### config.mk
export PLATFORM = sky130hd
export DESIGN_NAME = pipe_hazard_ctrl
export DESIGN_NICKNAME = d
export VERILOG_FILES = /design/src/rtl/pipe_hazard_ctrl.sv
export SDC_FILE = /design/constraint.sdc
export NUM_CORES = 1
export LEC_CHECK = 0
export ABC_CLOCK_PERIOD_IN_PS = 1800
export BUFFER_PORTS_ARGS = -buffer_cell sky130_fd_sc_hd__buf_2
export CORE_MARGIN = 5
export CORE_UTILIZATION = 47
export CTS_CLUSTER_SIZE = 8
export DETAILED_ROUTE_END_ITERATION = 10
export PLACE_DENSITY = 0.76
export SLEW_MARGIN = 20
export SYNTH_ARGS = -nofsm -noshare
export SYNTH_HDL_FRONTEND = slang
export SYNTH_SLANG_ARGS = --single-unit
### constraint.sdc
create_clock -name clk -period 1.8 [get_ports clk]
set_input_delay 0.36 -clock clk [delete_from_list [all_inputs] [get_ports clk]]
set_output_delay 0.36 -clock clk [all_outputs]
set_load 0.1 [all_outputs]
### src/rtl/pipe_hazard_ctrl.sv
// Pipeline stall/flush sequencer: memory wait-state freeze with timeout,
// load-use bubble insertion, EX redirect squash, and a saturating stall counter.
module pipe_hazard_ctrl #(
  parameter int unsigned MEM_TIMEOUT = 15
) (
  input  logic        clk,
  input  logic        reset,
  input  logic [4:0]  ID_rs1,
  input  logic [4:0]  ID_rs2,
  input  logic [4:0]  EX_rd,
  input  logic [1:0]  EX_WDSel,
  input  logic        EX_RegWrite,
  input  logic        EX_redirect,
  input  logic        MEM_dm_req,
  input  logic        dm_ready,
  output logic        PC_stall,
  output logic        IF_ID_stall,
  output logic        IF_ID_flush,
  output logic        ID_EX_stall,
  output logic        ID_EX_flush,
  output logic        EX_MEM_stall,
  output logic        MEM_WB_flush,
  output logic        dm_timeout,
  output logic [31:0] stall_cycles
);

  // state       | meaning
  // ST_RUN      | normal flow; hazard logic active
  // ST_MEM_WAIT | data memory stalled, pipeline frozen, wcnt counting
  // ST_TIMEOUT  | memory never answered; frozen until reset
  typedef enum logic [1:0] {
    ST_RUN      = 2'd0,
    ST_MEM_WAIT = 2'd1,
    ST_TIMEOUT  = 2'd2
  } state_t;

  localparam logic [7:0] TIMEOUT_CNT = 8'(MEM_TIMEOUT);

  state_t      state_q, state_d;
  logic [7:0]  wcnt_q, wcnt_d;
  logic        dm_timeout_q, dm_timeout_d;
  logic [31:0] stall_cycles_q, stall_cycles_d;
  logic        mem_freeze;
  logic        load_use;

  // A load in EX whose destination feeds the ID instruction; x0 never hazards.
  assign load_use = (EX_WDSel == 2'b01) && EX_RegWrite && (EX_rd != 5'd0) &&
                    ((EX_rd == ID_rs1) || (EX_rd == ID_rs2));

  // Next-state logic and memory-freeze decision.
  always_comb begin
    state_d    = state_q;
    wcnt_d     = wcnt_q;
    mem_freeze = 1'b0;
    case (state_q)
      ST_RUN: begin
        if (MEM_dm_req && !dm_ready) begin
          mem_freeze = 1'b1;
          state_d    = ST_MEM_WAIT;
          wcnt_d     = 8'd1;
        end
      end
      ST_MEM_WAIT: begin
        if (dm_ready) begin
          state_d = ST_RUN;
          wcnt_d  = 8'd0;
        end else begin
          mem_freeze = 1'b1;
          wcnt_d     = wcnt_q + 8'd1;
          if (wcnt_q == TIMEOUT_CNT) state_d = ST_TIMEOUT;
        end
      end
      ST_TIMEOUT: begin
        mem_freeze = 1'b1;
      end
      default: begin
        state_d = ST_RUN;
        wcnt_d  = 8'd0;
      end
    endcase
  end

  // Control outputs: freeze beats redirect beats load-use. The release cycle of
  // a wait is not frozen, so hazards are naturally re-evaluated there.
  always_comb begin
    PC_stall     = 1'b0;
    IF_ID_stall  = 1'b0;
    IF_ID_flush  = 1'b0;
    ID_EX_stall  = 1'b0;
    ID_EX_flush  = 1'b0;
    EX_MEM_stall = 1'b0;
    MEM_WB_flush = 1'b0;
    if (mem_freeze) begin
      PC_stall     = 1'b1;
      IF_ID_stall  = 1'b1;
      ID_EX_stall  = 1'b1;
      EX_MEM_stall = 1'b1;
      MEM_WB_flush = 1'b1;
    end else if (EX_redirect) begin
      IF_ID_flush = 1'b1;
      ID_EX_flush = 1'b1;
    end else if (load_use) begin
      PC_stall    = 1'b1;
      IF_ID_stall = 1'b1;
      ID_EX_flush = 1'b1;
    end
  end

  // Sticky timeout flag (set on the edge that enters TIMEOUT) and saturating counter.
  always_comb begin
    dm_timeout_d   = dm_timeout_q | (state_d == ST_TIMEOUT);
    stall_cycles_d = stall_cycles_q;
    if (PC_stall && (stall_cycles_q != 32'hFFFF_FFFF))
      stall_cycles_d = stall_cycles_q + 32'd1;
  end

  // State registers with asynchronous reset.
  always_ff @(posedge clk or posedge reset) begin
    if (reset) begin
      state_q        <= ST_RUN;
      wcnt_q         <= 8'd0;
      dm_timeout_q   <= 1'b0;
      stall_cycles_q <= 32'd0;
    end else begin
      state_q        <= state_d;
      wcnt_q         <= wcnt_d;
      dm_timeout_q   <= dm_timeout_d;
      stall_cycles_q <= stall_cycles_d;
    end
  end

  assign dm_timeout   = dm_timeout_q;
  assign stall_cycles = stall_cycles_q;

endmodule

### Word level (Yosys, flattened, before mapping)

Cells that the tools add are included.

| storage, ports and cells | value |
|---|---|
| logic and storage cells | 45 |
| latch bits | 0 |
| output and inout port bits | 40 |
| bits of input ports | 23 |
| flip-flop bits (word level) | 43 |
| memory bits (read-only) | 0 |
| RAM bits | 0 |
| memories kept | 0 |

| operators by class | value |
|---|---|
| shift-type cells | 0 |
| add/sub/neg operators | 2 |
| equal/unequal tests | 9 |
| div/mod/pow operators | 0 |
| $mul | 0 |
| $lt $le $gt $ge | 0 |
| mux-type cells | 18 |
| reduce and logical (&&, ||, !) cells | 10 |
| bitwise operators | 2 |

Operator list:

| kind | count |
|---|---|
| 32-bit by 1-bit adder with 32-bit output, second input constant | 1 |
| 32-bit != test, second input constant | 1 |
| 8-bit case mux with 3 select lines | 1 |
| 8-bit two-way mux | 2 |
| 5-bit equality test | 2 |
| 1-bit two-way mux | 10 |
| 8-bit by 1-bit adder with 8-bit output, second input constant | 1 |
| 8-bit by 4-bit equality test with 1-bit output, second input constant | 1 |
| 2-bit two-way mux | 3 |
| 2-bit case mux with 3 select lines | 1 |
| 1-bit logical AND | 5 |
| 5-bit nonzero test | 1 |
| 2-bit by 1-bit equality test with 1-bit output, second input constant | 2 |
| 2-bit equality test, second input constant | 2 |
| 1-bit case mux with 3 select lines | 1 |
| 2-bit zero test | 1 |
| 2-bit != test, second input constant | 1 |
| 2-bit AND reduction | 1 |
| 1-bit zero test | 1 |
| 1-bit logical OR | 1 |
| 1-bit inverter | 1 |
| 1-bit OR | 1 |

### Logic depth before layout (Yosys ltp)

Gate-level depths: netlist of the first run.

| depth | value |
|---|---|
| depth in word-level cells | 8 |
| depth in mapped cells | 8 |
| gate-level depth less buffers | 7 |

### Worst setup path after synthesis of the first run

OpenSTA, ideal clock, no wires.

| path | value |
|---|---|
| path kind | register -> output |
| start point | reg state_q[1] |
| end point | out PC_stall |
| cell stages (with the launch flop) | 5 |
| arrival | 2.759 ns |
| path buffers | 1 |
| slack | -1.319 ns |
| cells stage by stage | dfrtp_1 -> o31ai_4 -> a21oi_1 -> inv_1 -> buf_4 |

| between the ends | value |
|---|---|
| cells in the longest elaborated chain, start to end | 3 |

RTL lines:

| element | RTL line | text |
|---|---|---|
| from (decl) | 39 | `state_t state_q, state_d;` |
| from (signal assigned) | 125 | `state_q <= state_d;` |
| 2-bit equality test, or another cell as far along | 55 | `case (state_q)` |
| 1-bit case mux with 3 select lines * | 55 |  |
| 1-bit two-way mux * | n/a |  |
| to (decl) | 16 | `output logic PC_stall,` |

Mark *: on every way between the ends. The rest lies on a longest branch, timed or not.

### Worst setup path in the final report of the first run

| path | value |
|---|---|
| start point | in EX_rd[1] |
| end point | out IF_ID_stall |

| between the ends | value |
|---|---|
| cells in the longest elaborated chain, start to end | 6 |

RTL lines:

| element | RTL line | text |
|---|---|---|
| from (decl) | 10 | `input logic [4:0] EX_rd,` |
| 5-bit equality test or 5-bit nonzero test (tied branches) | 48, 47 |  |
| 1-bit logical OR or 1-bit logical AND (tied branches) | 48, 47 |  |
| 1-bit logical AND * | 47 | `assign load_use = (EX_WDSel == 2'b01) && EX_RegWrite && (EX_rd != 5'd0) &&` |
| 1-bit two-way mux * | 102 | `end else if (load_use) begin` |
| 1-bit two-way mux * | 99 | `end else if (EX_redirect) begin` |
| 1-bit two-way mux * | 93 | `if (mem_freeze) begin` |
| to (decl) | 17 | `output logic IF_ID_stall,` |

Marked as above.

==> results of run 1 <==
[worst register-to-register path, cell delays in order (launching register included)]
cell	delay, ns
dfrtp_4	0.41
nand4_1	0.19
nor3_2	0.18
buf_4	0.17
nand4_1	0.19
o211ai_4	0.27
buf_12	0.22
nor2_4	0.04
xor2_1	0.14
[report_power, final]
part	total, mW	switching [mW]	internal, mW	leakage, nW
sequential	1.14	0.0758	1.06	0.526
clock	0.906	0.351	0.555	0.0654
combinational	1.40	0.949	0.449	1.38
[synth_stat cells, types with 2 or more instances]
cell / number
dfrtp_1: 43
xor2_1: 25
nor2_1: 24
nand2_1: 20
nand3_1: 20
nor3_1: 17
xnor2_1: 15
o21ai_0: 10
and3_1: 9
nand4_1: 9
inv_1: 8
nor4_1: 5
a21oi_1: 3
buf_4: 3
o31ai_1: 3
and2_1: 2
buf_2: 2
buf_8: 2
ha_1: 2
nor3_2: 2
[per-stage QoR]
stage,power (mW),worst slack [ns]
floorplan,2.01,-0.816
global placement,2.34,-0.469
detailed placement,2.38,-0.503
CTS,3.39,-0.274
global route,3.56,-0.333
finish,3.44,-0.289
[metal layers]
layer | vias to the layer above | wire (um)
met5 | - | 0
met4 | 0 | 156
li1 | 1121 | -
met3 | 15 | 497
met2 | 102 | 3960
met1 | 1179 | 2780
[what timing repair did]
item,CTS,global route
setup buffers,7,6
resized for setup,37,33
cloned,1,0
endpoints found under the setup margin,37,40
pin swaps,16,15
[sequential cells by signal, summed over array words and instances (netlist names)]
| register | cells |
|---|---|
| stall_cycles | 32 |
| state_q | 2 |
| dm_timeout | 1 |
| wcnt_q | 8 |
[worst max-delay path by stage]
stage	start	end	slack [ns]	cells after the start
2_1_floorplan	state_q[1]	PC_stall	-0.82	4
3_3_place_gp	EX_rd[1]	stall_cycles[19]	-0.47	8
3_5_place_dp	EX_rd[1]	stall_cycles[3]	-0.50	8
4_1_cts	EX_rd[1]	PC_stall	-0.27	6
5_1_grt	EX_rd[1]	PC_stall	-0.33	6
6_report	EX_rd[1]	IF_ID_stall	-0.29	6
[final cells by class]
type | instances | area [sq um] | share of cell area (%)
Timing Repair Buffer | 132 | 1030 | 25.7
Inverter | 8 | 33.8 | 0.837
Multi-Input combinational cell | 185 | 1640 | 40.6
Sequential cell | 43 | 1110 | 27.6
Clock buffer | 6 | 72.6 | 1.80
Tap cell | 67 | 83.8 | 2.08
Clock inverter | 2 | 60.1 | 1.49
[kinds of logic (layout without fill, tap and decap cells)]
kind of cell               after synthesis  after routing
muxes                                    3              3
DFF                                     43             43
and+or+nand+nor                        117            117
xor gates and xnor gates                40             40
AOI/OAI and AO/OA                       22             23
buffers and inverters                   15            148
adders and majority gates                2              2
==> metrics, run 1 <==
Worst-path clk slew=roughly 0.09 ns; commonest non-fill, non-tap cell in the layout=buf_4; Worst Hold Class=primary input to async pin; CP Class=primary input to output pin; P&R area growth vs syn=72.8%; number of synthesized flops with an enable pin=0; mux cell area share after synthesis=between 1 and 1.5%; Final Max Tran Viols=0; Worst path slowest cell=or4_4; compound-cell area share of the yosys netlist=under 10%; reg2reg start=stall_cycles[11]; hold_buf cts=0; share of cells above drive strength 1=roughly three fifths; post-synth top area cell=dfrtp_1; FF-to-FF End=stall_cycles[2]; synth unique cells=38; Worst slew margin=64.5%; pwr dens=between 800 and 900 nW/um^2; Clock Skew=0.00943 ns; count of final hold-check violations=0; fin crit share=116%; length of the first detailed-routing pass in iterations=4; met2 Use GR=40.3%; Non-Filler Instances=about 440; final hold slack=0.184 ns; chip height=around 80 um; largest family of logic cells by synthesized area=simple AND/OR/NAND/NOR gates; placed cell areas=3470 sq um; core area=approximately 4800 sq um; most frequent cells in the layout=57 x buf_4, 54 x buf_2, 26 x dfrtp_1; Port-buffer cells=62; final setup fails=36; number of synthesized register bits=43; final worst slack=-0.289 ns; Most Crowded Layer GR=met2; max-cap violation count=0; Post-Synth XOR/XNOR Area=~15%; leakage power=a little under 2 nW; ys async rst share=100%; Ports=between 60 and 70; GPL Wtd Cong=~0.8; Synth Instances=roughly 240; biggest cell delay along the critical path=approximately 0.53 ns; simple-gate share of the synthesized area=between 20% and 30%; wire per inst=roughly 17 um; crit path max fanout=2; initial antenna violation count=0; number of remaining DRC errors=0; first-pass GRT wire length=about 11 mm; vias per inst=5.46; failing checks=setup timing; CTS tree=built; starting density of the core=about 50%; Detail Placement HPWL=about 4.6 mm; H-tree depth=2; top_reg_cell synth=dfrtp_1; Adder-Cell Fraction of Synth Area=about 1.1%; final instance area=between 4000 and 5000 sq um; Mapped Avg Cell Area=9.65 sq um; minimum clock period=about 2.1 ns; Net Count, Synth=about 270; Overflow after GRT=0; RSZ-0062 raised after global routing=yes; fin util=between 80 and 90%; Inst Count DP=between 400 and 500; first-iteration detailed-routing DRC count=92; Clock Latency Late Sink=~0.30 ns; largest net degree at the start of global routing=44; FF-to-FF setup slack=-0.13 ns; GR met1 Demand/Resource=a little over a quarter; Arr. time, crit path=around 1.7 ns; CP bufs+invs=3; Cell Area, Synth=about 2300 sq um; CP Capture Type=output pin; actual slew at the worst max-slew pin=between 0.5 and 0.6 ns; WL final=approximately 7.4 mm; vias in the first global route=2417; Area contributors post-synth=dfrtp_1 46%, xor2_1 9.4%, xnor2_1 5.6%, nand3_1 4.3%, nor2_1 3.9%; GR Util met3=under 10%; top-area cell type share of the netlist area=a little under half; Syn. warnings=0; fmax=roughly 480 MHz; Worst EP required=around 1.4 ns; diodes inserted=0; GR Util All Layers=between 20% and 30%; CP delay by family, top=simple AND/OR/NAND/NOR gates; clock root buffer=clkbuf_8; Critical Path Start Type=primary input; FP Rows=25; Die Area=between 6000 and 7000 sq um; CTS Sinks=between 40 and 50; TritonCTS Buffers=5; status=complete, but fails checks; Final ANT Viol Nets=0; Fill cells=about 260; Vias=around 2400; die width=between 80 and 90 um; clk buf depth=2; R2R depth=8; Layout Nets=400; setup TNS=-5.39 ns; Cell Chain, Critical Path=buf_8 > or4_4 > o21a_4 > a21oi_4 > clkinvlp_4 > buf_12; Max IR drop VDD=around 630 uV; register area share after synthesis=between 40% and 50%
Power figures use the tool's default switching activity.
==> run 2, diff against run 1 <==
--- a/config.mk
+++ b/config.mk
@@ -12,6 +12,7 @@
 export CTS_CLUSTER_SIZE = 8
 export DETAILED_ROUTE_END_ITERATION = 10
 export PLACE_DENSITY = 0.76
+export SETUP_SLACK_MARGIN = 0.5
 export SLEW_MARGIN = 20
 export SYNTH_ARGS = -nofsm -noshare
 export SYNTH_HDL_FRONTEND = slang
==> run 2 against run 1 <==
  * The flow now stops in clock tree synthesis
  * Synthesized area stayed put
  * Synthesized cell count unchanged
==> metrics, run 2 <==
status=did not finish; Failed at=clock tree synthesis; Run Error=[ERROR DPL-0033] detailed placement checks failed during check placement.; CTS Sinks=between 40 and 50; Ports=63; ys async rst share=100%; Post-CTS Setup Repair Bufs=21; Synth Instances=242; H-tree depth=2; commonest cells in the synthesized netlist=43 x dfrtp_1, 25 x xor2_1, 24 x nor2_1; number of synthesized flops with an enable pin=0; Cell Area, Synth=approximately 2300 sq um; Syn. warnings=0; Mapped Avg Cell Area=just under 10 sq um; chip height=around 80 um; hold_buf cts=0; starting density of the core=between 40% and 50%; post-synth top area cell=dfrtp_1; Area contributors post-synth=dfrtp_1 46%, xor2_1 9.4%, xnor2_1 5.6%, nand3_1 4.3%, nor2_1 3.9%; Net Count, Synth=about 270; top-area cell type share of the netlist area=46.1%; clk buf depth=2; cts repair resizes=around 240; synth unique cells=38; Port-buffer cells=between 60 and 70; count leader, synth=dfrtp_1; die width=slightly above 80 um; number of synthesized register bits=43; FP Rows=25; GPL Wtd Cong=between 0.8 and 0.9; register area share after synthesis=about 46%; Detail Placement HPWL=just under 5 mm; TritonCTS Buffers=5; DP Worst Slack=-0.444 ns; top_reg_cell synth=dfrtp_1; clock root buffer=clkbuf_8
[run 2: cell counts after synthesis]
Identical to the previous run, type by type.
[run 2: cells by family after synthesis]
| group | Yosys count | synth area share, % |
|---|---|---|
| XOR/XNOR | 40 | 15.0 |
| buffers and inverters | 15 | 3.97 |
| AO/OA/AOI/OAI | 22 | 6.86 |
| adder cells (fa/ha/maj) | 2 | 1.07 |
| multiplexers | 3 | 1.39 |
| AND/OR/NAND/NOR | 117 | 25.6 |
| flip-flops | 43 | 46.1 |
[run 2: metrics by stage]
| stage | util [%] | cells | area (sq um) | hold slack [ns] |
|---|---|---|---|---|
| floorplan | - | 242 | 2620 | 0.357 |
| global placement | 72.3 | 422 | 3460 | 0.416 |
| detailed placement | 72.3 | 422 | 3460 | 0.420 |
==> run 3, diff against run 2 <==
==> config.mk (replaced) <==
export PLATFORM = sky130hd
export DESIGN_NAME = pipe_hazard_ctrl
export DESIGN_NICKNAME = d
export VERILOG_FILES = /design/src/rtl/pipe_hazard_ctrl.sv
export SDC_FILE = /design/constraint.sdc
export NUM_CORES = 1
export LEC_CHECK = 0
export ABC_CLOCK_PERIOD_IN_PS = 2300
export BUFFER_PORTS_ARGS = -buffer_cell sky130_fd_sc_hd__buf_2
export CORE_MARGIN = 5
export CORE_UTILIZATION = 35
export DETAILED_ROUTE_END_ITERATION = 10
export PLACE_DENSITY_LB_ADDON = 0.15
export SLEW_MARGIN = 20
export SYNTH_ARGS = -nofsm -noshare
export SYNTH_HDL_FRONTEND = slang
export SYNTH_SLANG_ARGS = --single-unit
==> constraint.sdc (replaced) <==
create_clock -name clk -period 2.3 [get_ports clk]
set_input_delay 0.46 -clock clk [delete_from_list [all_inputs] [get_ports clk]]
set_output_delay 0.46 -clock clk [all_outputs]
set_load 0.1 [all_outputs]
==> run 3 against run 2 <==
  * The flow now finishes, with violations (setup timing)
==> metrics, run 3 (synthesis results as in run 1) <==
Cell Chain, Critical Path=buf_6 > or4_4 > o21a_4 > a21oi_4 > clkinvlp_4 > buf_12; Critical Path Start Type=primary input; wire per inst=around 14 um; RSZ-0062 raised after global routing=yes; length of the first detailed-routing pass in iterations=4; number of remaining DRC errors=0; pwr dens=about 670 nW/um^2; Final ANT Viol Nets=0; Worst path slowest cell=or4_4; crit path max fanout=2; Port-buffer cells=slightly above 60; clk buf depth=2; register area=roughly 1100 sq um; Fill cells=between 500 and 600; count of final hold-check violations=0; max FFs per register=32; CP delay by family, top=simple AND/OR/NAND/NOR gates; status=complete, but fails checks; max-cap violation count=0; failing checks=setup timing; fmax=~430 MHz; first-iteration detailed-routing DRC count=55; largest net degree at the start of global routing=44; Worst-path clk slew=approximately 0.070 ns; Post-CTS Setup Repair Bufs=0; Detail Placement HPWL=approximately 4.4 mm; Worst slew margin=between 60% and 70%; Vias=2029; GPL Wtd Cong=0.797; starting density of the core=a little over a third; minimum clock period=roughly 2.3 ns; leakage power=1.61 nW; P&R area growth vs syn=44.4%; Clock Latency Late Sink=slightly below 0.3 ns; Overflow after GRT=0; reg2reg start=stall_cycles[0]; die width=approximately 92 um; CP bufs+invs=3; Clock Skew=approximately 0.0054 ns; first-pass GRT wire length=approximately 9.5 mm; final worst slack=-0.0178 ns; share of cells above drive strength 1=44.5%; vias per inst=4.99; diodes inserted=0; FF-to-FF End=stall_cycles[5]; clock root buffer=clkbuf_8; Worst Hold Class=primary input to async pin; TritonCTS Buffers=5; area of the multi-input gates=1420 sq um; chip height=91.7 um; fin crit share=101%; most frequent cells in the layout=54 x buf_2, 31 x dfrtp_1, 25 x xor2_1; Max IR drop VDD=433 uV; DP Worst Slack=-0.0764 ns; CTS tree=built; commonest non-fill, non-tap cell in the layout=buf_2; Worst EP required=approximately 1.8 ns; Final Power=2.27 mW; Arr. time, crit path=between 1.5 and 2 ns; CP Capture Type=output pin; CP Class=primary input to output pin; Final Max Tran Viols=0; WL final=5.61 mm; FP Rows=29; FF-to-FF setup slack=0.34 ns; final setup fails=2; initial antenna violation count=0; H-tree depth=2; fin util=52.5%; Layout Nets=354; Ports=63; core area=6420 sq um; biggest cell delay along the critical path=~0.54 ns; CTS Sinks=43; actual slew at the worst max-slew pin=~0.55 ns; GR Util All Layers=about 14%; R2R depth=9; vias in the first global route=2023; Die Area=between 8000 and 9000 sq um
## run 3: metal layers
metal	vias up	track usage, %	share of wire, %	routed length, um
li1	1013	-	-	-
met1	952	17.7	44	2460
met2	58	22.1	47	2650
met3	6	4.75	7.6	426
met4	0	4.15	1.3	73
met5	-	0	0	0
## run 3: what timing repair did
action / in CTS / in global routing
endpoints found under the setup margin: 2 / 3
hold buffers: 0 / 0
pin swaps: 0 / 3
gates resized for setup: 2 / 12
## run 3: layout make-up
cell class	instances	share of cell area, %
clock buffers	8	2.97
inverters	8	1.00
multi-input cells	184	42.1
flip-flops and latches	43	32.5
well taps	77	2.86
repair buffers	87	18.6
## run 3: how the worst max path moves through the flow
stage                     slack, ns           to        from  cells after the start
final                         -0.02  IF_ID_stall    EX_rd[2]                      6
after CTS                     -0.02  IF_ID_stall    EX_rd[1]                      6
after global placement        -0.06  IF_ID_stall    EX_rd[1]                      6
after floorplan               -0.49     PC_stall  MEM_dm_req                      5
after detailed placement      -0.08  IF_ID_stall    EX_rd[1]                      6
after global routing          -0.06  IF_ID_stall    EX_rd[2]                      6
## run 3: stage by stage
stage               setup TNS (ns)  instance area [sq um]  hold slack, ns  std cells
floorplan                    -8.94                   2610           0.437        242
global placement            -0.279                   3200           0.454        399
detailed placement          -0.605                   3200           0.454        399
CTS                        -0.0473                   3310           0.316        407
global route                -0.136                   3370           0.333        407
finish                     -0.0347                   3370           0.288        407
## run 3: power by group
part | leakage (nW) | internal [mW] | switching [mW]
combinational | 1.03 | 0.218 | 0.636
clock | 0.0515 | 0.274 | 0.244
sequential | 0.533 | 0.832 | 0.0701
## run 3: tightest hold or removal path, stage by stage
cell	delay, ns
buf_2	0.10
clkinv_1	0.03
buf_4	0.44
==> run 4, diff against run 3 <==
--- a/config.mk
+++ b/config.mk
@@ -5,7 +5,7 @@
 export SDC_FILE = /design/constraint.sdc
 export NUM_CORES = 1
 export LEC_CHECK = 0
-export ABC_CLOCK_PERIOD_IN_PS = 2300
+export ABC_CLOCK_PERIOD_IN_PS = 2900
 export BUFFER_PORTS_ARGS = -buffer_cell sky130_fd_sc_hd__buf_2
 export CORE_MARGIN = 5
 export CORE_UTILIZATION = 35
==> constraint.sdc (replaced) <==
create_clock -name clk -period 2.9 [get_ports clk]
set_input_delay 0.58 -clock clk [delete_from_list [all_inputs] [get_ports clk]]
set_output_delay 0.58 -clock clk [all_outputs]
set_load 0.1 [all_outputs]
==> run 4 against run 3 <==
  * The run now ends clean
  * Register-to-register slack gained 0.15 ns
  * First-iteration DRC count up 1.8%
  * Sequential cell count stayed put
  * Power down 27%
  * Sequential power is 22% lower
  * Die area unchanged
  * Critical endpoint is now PC_stall
  * Largest cell class unchanged
==> metrics, run 4 (synthesis results as in run 1) <==
number of remaining DRC errors=0; Worst Hold Class=primary input to async pin; core area=approximately 6400 sq um; max FFs per register=32; largest net degree at the start of global routing=44; CTS tree=built; Worst slew margin=approximately 43%; diodes inserted=0; leakage power=between 1 and 1.5 nW; Clock Skew=about 0.011 ns; Max IR drop VDD=between 700 and 800 uV; TritonCTS Buffers=5; Final Power=approximately 1.6 mW; CP Capture Type=output pin; Critical Path Start Type=primary input; vias in the first global route=about 2000; commonest non-fill, non-tap cell in the layout=buf_2; actual slew at the worst max-slew pin=0.852 ns; minimum clock period=~2.7 ns; final instance area=roughly 2800 sq um; fmax=roughly 370 MHz; Layout Nets=333; first-iteration detailed-routing DRC count=56; Final ANT Viol Nets=0; Worst-path clk slew=~0.080 ns; Worst EP required=between 2 and 2.5 ns; CP Class=primary input to output pin; placed cell areas=2720 sq um; clk buf depth=2; Post-CTS Setup Repair Bufs=0; status=completed; final setup fails=0; Clock Latency Late Sink=0.30 ns; Cell Chain, Critical Path=buf_2 > or4_1 > o21a_1 > a21oi_2 > clkinvlp_4 > buf_2; Arr. time, crit path=2.15 ns; CP dominant cell by count=buf_2; fin crit share=a little over nine tenths; share of cells above drive strength 1=between 20 and 30%; die width=between 90 and 100 um; Worst path slowest cell=or4_1; Port-buffer cells=62; reg2reg start=stall_cycles[0]; vias per inst=about 5.1; Fill cells=625; CP delay by family, top=simple AND/OR/NAND/NOR gates; Worst Setup SP=EX_rd[1]; clock root buffer=clkbuf_8; count of final hold-check violations=0; GPL Wtd Cong=between 0.7 and 0.8; cts repair resizes=0; initial antenna violation count=0; pwr dens=just under 600 nW/um^2; Final Max Tran Viols=0; Overflow after GRT=0; first-pass GRT wire length=between 9 and 10 mm; CP bufs+invs=3; RSZ-0062 raised after global routing=no; hold_buf cts=0; FP Rows=29; Vias=just under 2000; GR Util All Layers=a little over an eighth; Ports=between 60 and 70; Die Area=between 8000 and 9000 sq um; max-cap violation count=0; Detail Placement HPWL=a little under 4 mm; chip height=about 90 um; biggest cell delay along the critical path=between 0.5 and 0.6 ns; starting density of the core=between 30% and 40%; H-tree depth=2; most frequent cells in the layout=62 x buf_2, 43 x dfrtp_1, 25 x xor2_1; wire per inst=roughly 14 um; P&R area growth vs syn=19.9%; CTS Sinks=43; crit path max fanout=3; final hold slack=between 0.4 and 0.5 ns; length of the first detailed-routing pass in iterations=4; WL final=5.33 mm
## run 4: cell count changes in the layout (fill, tap and decap cells not counted), sizes merged
cell / change
clkinv: +1
buf: -21
inv: +1
clkbuf: -3
## run 4: metal layers
metal	global-route usage (%)	share of wire [%]	wire, um	vias up
li1	-	-	-	978
met4	5.40	1.4	75	0
met1	16.9	47	2490	921
met2	21.2	45	2420	59
met5	0	0	0	-
met3	3.76	6.4	342	10
## run 4: where the power goes
part	switching, mW	total, mW	internal, mW	leakage, nW
logic	0.466	0.576	0.110	0.782
clock network	0.204	0.369	0.165	0.0440
registers	0.0593	0.705	0.645	0.548
## run 4: worst paths after layout
check,end,slack (ns),cells past startpoint
max in group asynchronous,stall_cycles[31],2.11,3
setup reg to reg,stall_cycles[1],0.49,6
min in group clk,dm_timeout,0.47,1
setup / recovery,PC_stall,0.17,6
hold / removal,stall_cycles[1],0.41,3
hold reg to reg,dm_timeout,0.47,1
## run 4: metrics by stage
stage	TNS, ns	utilization (%)	std cells	worst slack (ns)
6_report	0	43.6	385	0.166
5_1_grt	0	43.6	385	0.0801
4_1_cts	0	43.6	385	0.116
3_5_place_dp	0	42.3	378	0.120
3_3_place_gp	0	42.3	378	0.156
2_1_floorplan	-0.394	-	242	-0.200
## run 4: area by class of cell
class | instances | area [sq um] | share of cell area (%)
Clock inverter | 2 | 13.8 | 0.492
Tap cell | 77 | 96.3 | 3.44
Timing Repair Buffer | 66 | 340 | 12.2
Sequential cell | 43 | 1080 | 38.4
Clock buffer | 5 | 68.8 | 2.46
Inverter | 8 | 33.8 | 1.21
Multi-Input combinational cell | 184 | 1170 | 41.8
## run 4: worst register-to-register path, stage by stage (launching register included)
cell and delay (ns):
dfrtp_1 0.42, ha_1 0.22, nand3_1 0.17, nor3_1 0.40
nand4_1 0.27, o211ai_4 0.42, mux2_1 0.40
